## src/rtl/dkong_vram_cpu_if_if.sv

```systemverilog
// dkong_vram_cpu_if_if: CPU bus and VRAM bus signals of the VRAM CPU initiator.
// master = the initiator itself, slave = the environment (CPU decode + renderer).
interface dkong_vram_cpu_if_if;
  logic        CLK_EN;
  logic [15:0] I_CPU_A;
  logic [7:0]  I_CPU_D;
  logic        I_CPU_MREQn;
  logic        I_CPU_RDn;
  logic        I_CPU_WRn;
  logic [7:0]  O_CPU_D;
  logic        O_CPU_WAITn;
  logic [9:0]  O_VRAM_AB;
  logic [7:0]  O_VRAM_DB;
  logic        O_VRAM_WRn;
  logic        O_VRAM_RDn;
  logic [7:0]  I_VRAM_DB;
  logic        I_VRAMBUSYn;
  logic        O_TIMEOUT;

  modport master (
    input  CLK_EN, I_CPU_A, I_CPU_D, I_CPU_MREQn, I_CPU_RDn, I_CPU_WRn,
           I_VRAM_DB, I_VRAMBUSYn,
    output O_CPU_D, O_CPU_WAITn, O_VRAM_AB, O_VRAM_DB, O_VRAM_WRn, O_VRAM_RDn,
           O_TIMEOUT
  );

  modport slave (
    output CLK_EN, I_CPU_A, I_CPU_D, I_CPU_MREQn, I_CPU_RDn, I_CPU_WRn,
           I_VRAM_DB, I_VRAMBUSYn,
    input  O_CPU_D, O_CPU_WAITn, O_VRAM_AB, O_VRAM_DB, O_VRAM_WRn, O_VRAM_RDn,
           O_TIMEOUT
  );
endinterface

```

## src/rtl/dkong_vram_cpu_if.sv

```systemverilog
// dkong_vram_cpu_if: decodes Z80 cycles in the VRAM window, stalls the CPU via
// WAITn until the renderer grants the bus, then runs one registered VRAM strobe.
// Optional build macro VRAM_POSTED_WR_EN adds a one-entry posted write buffer.
//
// state  | meaning
// IDLE   | no access in flight; sample CPU requests on ticks
// ARB    | access latched, waiting for VRAMBUSYn (or the wait limit)
// STROBE | VRAM strobe held low for STROBE_LEN ticks
// DONE   | access finished, read data returned until the CPU ends its cycle
module dkong_vram_cpu_if #(
  parameter logic [5:0] BASE_ADDR  = 6'h1D,
  parameter int         STROBE_LEN = 2,
  parameter int         MAX_WAIT   = 1023
) (
  input logic                 CLK_24M,
  input logic                 I_RST,
  dkong_vram_cpu_if_if.master bus
);
  typedef enum logic [1:0] {IDLE, ARB, STROBE, DONE} state_t;

  localparam logic [2:0] STR_LOAD = 3'(STROBE_LEN);
  localparam logic [9:0] WAIT_LIM = 10'(MAX_WAIT);

  state_t     state, state_nx;
  logic       tick, req, req_new, grant, str_last, is_post;
  logic       dir_wr, wait_n, wr_n, rd_n, timeout, abort_seen;
  logic [9:0] addr, wait_cnt;
  logic [7:0] wdata, rd_latch, cpu_d;
  logic [2:0] str_cnt;

  assign tick     = bus.CLK_EN;
  assign req      = !bus.I_CPU_MREQn && (!bus.I_CPU_RDn || !bus.I_CPU_WRn) &&
                    (bus.I_CPU_A[15:10] == BASE_ADDR);
  assign grant    = bus.I_VRAMBUSYn || (wait_cnt == WAIT_LIM);
  assign str_last = (str_cnt == 3'd1);

`ifdef VRAM_POSTED_WR_EN
  // cyc_open stops a CPU cycle that was already accepted from being seen as
  // a second request while its posted write drains.
  logic posted, cyc_open;
  assign req_new = req && !cyc_open;
  assign is_post = posted;
`else
  assign req_new = req;
  assign is_post = 1'b0;
`endif

  // state register
  always_ff @(posedge CLK_24M or posedge I_RST) begin
    if (I_RST) state <= IDLE;
    else       state <= state_nx;
  end

  // next-state decode; nothing moves without a tick
  always_comb begin
    state_nx = state;
    if (tick) begin
      case (state)
        IDLE:    if (req_new) state_nx = ARB;
        ARB:     if (grant) state_nx = STROBE;
        STROBE:  if (str_last)
                   state_nx = (is_post || abort_seen || bus.I_CPU_MREQn) ? IDLE : DONE;
        DONE:    if (bus.I_CPU_MREQn) state_nx = IDLE;
        default: state_nx = IDLE;
      endcase
    end
  end

  // access latches, counters, registered strobes and WAITn
  always_ff @(posedge CLK_24M or posedge I_RST) begin
    if (I_RST) begin
      dir_wr     <= 1'b0;
      addr       <= '0;
      wdata      <= '0;
      rd_latch   <= '0;
      wait_n     <= 1'b1;
      wr_n       <= 1'b1;
      rd_n       <= 1'b1;
      timeout    <= 1'b0;
      abort_seen <= 1'b0;
      wait_cnt   <= '0;
      str_cnt    <= '0;
`ifdef VRAM_POSTED_WR_EN
      posted     <= 1'b0;
      cyc_open   <= 1'b0;
`endif
    end else if (tick) begin
`ifdef VRAM_POSTED_WR_EN
      if (bus.I_CPU_MREQn) cyc_open <= 1'b0;
`endif
      case (state)
        IDLE: if (req_new) begin
          addr       <= bus.I_CPU_A[9:0];
          wdata      <= bus.I_CPU_D;
          dir_wr     <= !bus.I_CPU_WRn;
          wait_cnt   <= '0;
          abort_seen <= 1'b0;
`ifdef VRAM_POSTED_WR_EN
          posted     <= !bus.I_CPU_WRn;
          cyc_open   <= 1'b1;
          wait_n     <= !bus.I_CPU_WRn;
`else
          wait_n     <= 1'b0;
`endif
        end
        ARB: begin
          if (bus.I_CPU_MREQn) abort_seen <= 1'b1;
          if (grant) begin
            wr_n    <= !dir_wr;
            rd_n    <= dir_wr;
            str_cnt <= STR_LOAD;
            if (!bus.I_VRAMBUSYn) timeout <= 1'b1;
          end else begin
            wait_cnt <= wait_cnt + 10'd1;
          end
        end
        STROBE: begin
          if (bus.I_CPU_MREQn) abort_seen <= 1'b1;
          str_cnt <= str_cnt - 3'd1;
          if (str_last) begin
            wr_n <= 1'b1;
            rd_n <= 1'b1;
            if (!dir_wr) rd_latch <= bus.I_VRAM_DB;
            if (!is_post) wait_n <= 1'b1;
          end
        end
        default: ;
      endcase
`ifdef VRAM_POSTED_WR_EN
      // a new request while the buffer drains is held off until it is empty
      if (posted && req_new && (state == ARB || state == STROBE)) wait_n <= 1'b0;
`endif
    end
  end

  // read data onto the CPU OR-bus only while the CPU is reading it back
  always_comb begin
    cpu_d = 8'h00;
    if (state == DONE && !dir_wr && !bus.I_CPU_RDn) cpu_d = rd_latch;
  end

  assign bus.O_CPU_D     = cpu_d;
  assign bus.O_CPU_WAITn = wait_n;
  assign bus.O_VRAM_AB   = addr;
  assign bus.O_VRAM_DB   = wdata;
  assign bus.O_VRAM_WRn  = wr_n;
  assign bus.O_VRAM_RDn  = rd_n;
  assign bus.O_TIMEOUT   = timeout;
endmodule

```

## src/flat_wrapper.sv

```systemverilog
// flat-port wrapper written by rule: the top's interface ports become plain ports
module dkong_vram_cpu_if_flat 
#(
  parameter logic [5:0] BASE_ADDR  = 6'h1D,
  parameter int         STROBE_LEN = 2,
  parameter int         MAX_WAIT   = 1023
)
  (CLK_24M, I_RST, bus_CLK_EN, bus_I_CPU_A, bus_I_CPU_D, bus_I_CPU_MREQn, bus_I_CPU_RDn, bus_I_CPU_WRn, bus_I_VRAM_DB, bus_I_VRAMBUSYn, bus_O_CPU_D, bus_O_CPU_WAITn, bus_O_VRAM_AB, bus_O_VRAM_DB, bus_O_VRAM_WRn, bus_O_VRAM_RDn, bus_O_TIMEOUT);
  dkong_vram_cpu_if_if bus_i ();
  input logic CLK_24M;
  input logic I_RST;
  input wire logic [$bits(bus_i.CLK_EN)-1:0] bus_CLK_EN;
  input wire logic [$bits(bus_i.I_CPU_A)-1:0] bus_I_CPU_A;
  input wire logic [$bits(bus_i.I_CPU_D)-1:0] bus_I_CPU_D;
  input wire logic [$bits(bus_i.I_CPU_MREQn)-1:0] bus_I_CPU_MREQn;
  input wire logic [$bits(bus_i.I_CPU_RDn)-1:0] bus_I_CPU_RDn;
  input wire logic [$bits(bus_i.I_CPU_WRn)-1:0] bus_I_CPU_WRn;
  input wire logic [$bits(bus_i.I_VRAM_DB)-1:0] bus_I_VRAM_DB;
  input wire logic [$bits(bus_i.I_VRAMBUSYn)-1:0] bus_I_VRAMBUSYn;
  output wire logic [$bits(bus_i.O_CPU_D)-1:0] bus_O_CPU_D;
  output wire logic [$bits(bus_i.O_CPU_WAITn)-1:0] bus_O_CPU_WAITn;
  output wire logic [$bits(bus_i.O_VRAM_AB)-1:0] bus_O_VRAM_AB;
  output wire logic [$bits(bus_i.O_VRAM_DB)-1:0] bus_O_VRAM_DB;
  output wire logic [$bits(bus_i.O_VRAM_WRn)-1:0] bus_O_VRAM_WRn;
  output wire logic [$bits(bus_i.O_VRAM_RDn)-1:0] bus_O_VRAM_RDn;
  output wire logic [$bits(bus_i.O_TIMEOUT)-1:0] bus_O_TIMEOUT;
  assign bus_i.CLK_EN = bus_CLK_EN;
  assign bus_i.I_CPU_A = bus_I_CPU_A;
  assign bus_i.I_CPU_D = bus_I_CPU_D;
  assign bus_i.I_CPU_MREQn = bus_I_CPU_MREQn;
  assign bus_i.I_CPU_RDn = bus_I_CPU_RDn;
  assign bus_i.I_CPU_WRn = bus_I_CPU_WRn;
  assign bus_i.I_VRAM_DB = bus_I_VRAM_DB;
  assign bus_i.I_VRAMBUSYn = bus_I_VRAMBUSYn;
  assign bus_O_CPU_D = bus_i.O_CPU_D;
  assign bus_O_CPU_WAITn = bus_i.O_CPU_WAITn;
  assign bus_O_VRAM_AB = bus_i.O_VRAM_AB;
  assign bus_O_VRAM_DB = bus_i.O_VRAM_DB;
  assign bus_O_VRAM_WRn = bus_i.O_VRAM_WRn;
  assign bus_O_VRAM_RDn = bus_i.O_VRAM_RDn;
  assign bus_O_TIMEOUT = bus_i.O_TIMEOUT;
  dkong_vram_cpu_if #(.BASE_ADDR(BASE_ADDR), .STROBE_LEN(STROBE_LEN), .MAX_WAIT(MAX_WAIT)) u_core (.CLK_24M(CLK_24M), .I_RST(I_RST), .bus(bus_i));
endmodule
```

## config.mk

```make
export PLATFORM = sky130hd
export DESIGN_NAME = dkong_vram_cpu_if_flat
export DESIGN_NICKNAME = d
export VERILOG_FILES = /design/src/rtl/dkong_vram_cpu_if_if.sv /design/src/rtl/dkong_vram_cpu_if.sv /design/src/flat_wrapper.sv
export SDC_FILE = /design/constraint.sdc
export NUM_CORES = 1
export LEC_CHECK = 0
export CAP_MARGIN = 20
export CORE_ASPECT_RATIO = 0.75
export CORE_UTILIZATION = 45
export CTS_BUF_LIST = sky130_fd_sc_hd__clkbuf_4 sky130_fd_sc_hd__clkbuf_8 sky130_fd_sc_hd__clkbuf_16
export DETAILED_ROUTE_END_ITERATION = 7
export GPL_TIMING_DRIVEN = 1
export PLACE_DENSITY = 0.77
export SLEW_MARGIN = 20
export SYNTH_ARGS = -nofsm -noshare
export SYNTH_HDL_FRONTEND = slang
export SYNTH_SLANG_ARGS = --single-unit
```

## constraint.sdc

```tcl
create_clock -name CLK_24M -period 3 [get_ports CLK_24M]
set_clock_uncertainty 0.2 [all_clocks]
set_input_delay 0.6 -clock CLK_24M [delete_from_list [all_inputs] [get_ports CLK_24M]]
set_output_delay 0.6 -clock CLK_24M [all_outputs]
set_load 0.01 [all_outputs]
```

==> impl_metrics.tcl, run 1 <==
set metrics [dict create \
    highest_layer "met4" \
    final_core_util_pct 65.4 \
    dieArea_sq_um 5420 \
    fp-row-count 22 \
    worstHoldStart "u_core.bus.O_TIMEOUT$_DFFE_PP0P_" \
    synth_edf_count 0 \
    fin_crit_sh_pct 94.0 \
    routed_via_density 5.52 \
    hold_depth 2 \
    clock-sinks 47 \
    grt_max_degree 26 \
    tightest_slew_ns 0.808 \
    rsz0062_at_grt "no" \
    post_drt_wl_per_cell_um 15.3 \
    vias 1831 \
    antenna_found_initial 0 \
    max_freq_mhz 354 \
    holdCritPathClass "reg2reg" \
    clk_pin_slew_ns 0.09 \
    wl_met2_um 2170 \
    failed_checks "design-rule violations" \
    drc 2 \
    clk_path_buf_depth 2 \
    final_nets 317 \
    start_util_pct 47.1 \
    ys_async_sr_fraction_pct 100 \
    synth_ff_type "dfrtp_1" \
    cts.hold.buffers_added 0 \
    yosysSeqAreaShare_pct 51.1 \
    dieHeight_um 64.0 \
    r2r_end "u_core.str_cnt[0]$_DFFE_PP0P_" \
    cts_resized 0 \
    synth_nets 242 \
    start_kind "input pin" \
    num_io_pins 69 \
    end_kind "output port" \
    core_sq_um 4900 \
    r2r_start "u_core.wait_cnt[0]$_DFFE_PP0P_" \
    area_growth_pct 38.9 \
    grt_pass1_vias 1681 \
    finalSetupTns_ns 0 \
    peakVddDrop_v 0.000276 \
    clk_latency_ns 0.30 \
    regArea_sq_um 1180 \
    avgSynthCellArea_sq_um 11.8 \
    cts_max_level 2 \
    cts_tree "done" \
    dr.pass1.iters 6 \
    gp_congestion 0.848 \
    drv_cap 0 \
    nFillCells 407 \
    ys_ff_latch 47 \
    finalHoldWorstSlack_ns 0.273 \
    ys_types 49 \
    cp.required_ns 2.20 \
    drive_gt1_share_pct 18.4 \
    gr-usage-all-layers_pct 19.9 \
    hold_viol 0 \
    yosysWarnings 0 \
    cts-root-buf "clkbuf_8" \
    status "finished, violations left" \
    cp.arrival_ns 2.02 \
    holdPathEnd "u_core.bus.O_TIMEOUT$_DFFE_PP0P_" \
    reg2regPathDepth 5 \
    die_w_um 84.7 \
    drt.antenna.violating_nets 0 \
    critPathKind "in2out" \
    multi_input_area_sq_um 1060 \
    cts_setup_buffers 0 \
    place_hpwl_um 3820 \
    diodes 0 \
    setup_viol 0 \
    grt_overflow 0 \
    cts_inserted_buffers 5 \
    postSynthCellCount 196 \
    cp_max_fo 8 \
    route.met3.wl_um 401 \
    grt_pass1_wl_um 8270 \
    slew_viol_final 0 \
    wl_met1_um 2470 \
    port_buffers 68 \
    first_iter_violations 121 \
    power_density_nw_per_um2 584 \
    relSlewSlack_pct 45.9 \
    r2r_slack_ns 0.71 \
    drt_wl_total_um 5080 \
    finalCriticalPeriod_ns 2.82 \
    leakage_uw 0.00144 \
    mappedNetlistArea_sq_um 2310 \
]
-- stage by stage --
| stage | std cells | total power [uW] | setup WS (ns) | instance area [sq um] |
|---|---|---|---|---|
| after floorplan | 196 | 1190 | 0.936 | 2310 |
| after global placement | 324 | 1390 | 0.170 | 3090 |
| after detailed placement | 324 | 1400 | 0.164 | 3090 |
| after CTS | 332 | 1880 | 0.152 | 3200 |
| after global routing | 332 | 1980 | 0.108 | 3210 |
| final | 332 | 1870 | 0.179 | 3210 |
-- synth_stat cells, drive strengths merged, types with 4 or more instances --
cell / count / area, sq um
dfrtp: 44 / 1100
mux2: 27 / 304
inv: 11 / 41.3
o21ai: 10 / 50.1
nand2: 9 / 33.8
and2: 8 / 50.1
ha: 7 / 87.6
nand3: 7 / 35.0
a21oi: 5 / 25.0
buf: 4 / 26.3
nand4: 4 / 40.0
nor2b: 4 / 25.0
or3: 4 / 25.0
-- logic make-up after synthesis --
logic type,share of synthesized area [%]
and+or+nand+nor,14.4
DFF,51.1
AOI/OAI and AO/OA,13.9
muxes,13.6
buffers and inverters,3.25
adders and majority gates,3.79
-- metal layers --
layer | vias to the layer above | GRT usage [%]
met4 | 0 | 5.72
li1 | 879 | -
met5 | - | 0
met3 | 4 | 5.56
met1 | 869 | 28.8
met2 | 79 | 29.1
-- cell usage in the layout, fill, tap and decap left out, types with 2 or more instances in the layout --
cell and count:
inv_1 10, nand3_1 7, o2bb2ai_1 2, o211ai_1 2, a21oi_1 5, clkdlybuf4s50_1 68, nor2b_1 4, a22o_1 3
dfstp_2 3, and4b_1 2, o21ai_0 8, or3_1 4, nor4_1 3, a2bb2oi_1 2, nand2b_1 2, a221oi_1 2
buf_4 5, o21ai_1 2, and2_1 8, nor3_1 2, clkbuf_8 5, o31ai_1 2, nand4_1 3, nor2_1 2
a21o_1 2, ha_1 7, and3_1 3, dfrtp_1 44, mux2_2 27, nand2_1 9
-- state kept, by name (all words and copies together), names as in the netlist --
| name | cells |
|---|---|
| u_core.dir_wr | 1 |
| u_core.state | 2 |
| u_core.rd_latch | 8 |
| u_core.wait_cnt | 10 |
| u_core.bus.O_VRAM_RDn | 1 |
| u_core.bus.O_TIMEOUT | 1 |
| u_core.bus.O_VRAM_WRn | 1 |
| u_core.bus.O_CPU_WAITn | 1 |
| u_core.bus.O_VRAM_AB | 10 |
| u_core.str_cnt | 3 |
| u_core.abort_seen | 1 |
| u_core.bus.O_VRAM_DB | 8 |
-- worst max-delay path, stage by stage --
cell             delay, ns
clkdlybuf4s50_1       0.43
nor3b_2               0.18
buf_4                 0.16
and2_1                0.12
clkdlybuf4s50_1       0.53
-- power breakdown --
| group | switching, uW | internal (uW) | total, uW |
|---|---|---|---|
| clock network | 224 | 248 | 472 |
| registers | 65.1 | 736 | 801 |
| logic | 307 | 293 | 600 |
-- how the worst max path moves through the flow --
stage,from,endpoint
6_report,bus_I_CPU_RDn,bus_O_CPU_D[1]
4_1_cts,bus_I_CPU_RDn,bus_O_CPU_D[1]
3_3_place_gp,bus_I_CPU_RDn,bus_O_CPU_D[3]
2_1_floorplan,bus_CLK_EN,u_core.wait_cnt[6]$_DFFE_PP0P_
5_1_grt,bus_I_CPU_RDn,bus_O_CPU_D[6]
3_5_place_dp,bus_I_CPU_RDn,bus_O_CPU_D[1]
-- final cells by class --
cell class	instances	share of cell area [%]
clock buffer	5	2.15
timing repair buffer	74	23.0
inverter	11	1.29
clock inverter	3	1.37
multi-input combinational	132	33.0
tap	60	2.34
sequential	47	36.8
Note: power is estimated with default switching activity, not from simulation.
==> run 2: changes to the inputs <==
--- a/config.mk
+++ b/config.mk
@@ -5,14 +5,14 @@
 export SDC_FILE = /design/constraint.sdc
 export NUM_CORES = 1
 export LEC_CHECK = 0
-export CAP_MARGIN = 20
+export CAP_MARGIN = 5
 export CORE_ASPECT_RATIO = 0.75
 export CORE_UTILIZATION = 45
 export CTS_BUF_LIST = sky130_fd_sc_hd__clkbuf_4 sky130_fd_sc_hd__clkbuf_8 sky130_fd_sc_hd__clkbuf_16
 export DETAILED_ROUTE_END_ITERATION = 7
 export GPL_TIMING_DRIVEN = 1
 export PLACE_DENSITY = 0.77
-export SLEW_MARGIN = 20
+export SLEW_MARGIN = 5
 export SYNTH_ARGS = -nofsm -noshare
 export SYNTH_HDL_FRONTEND = slang
 export SYNTH_SLANG_ARGS = --single-unit
==> results of run 2 <==
Final layout, timing and power as in run 1 (identical DEF).
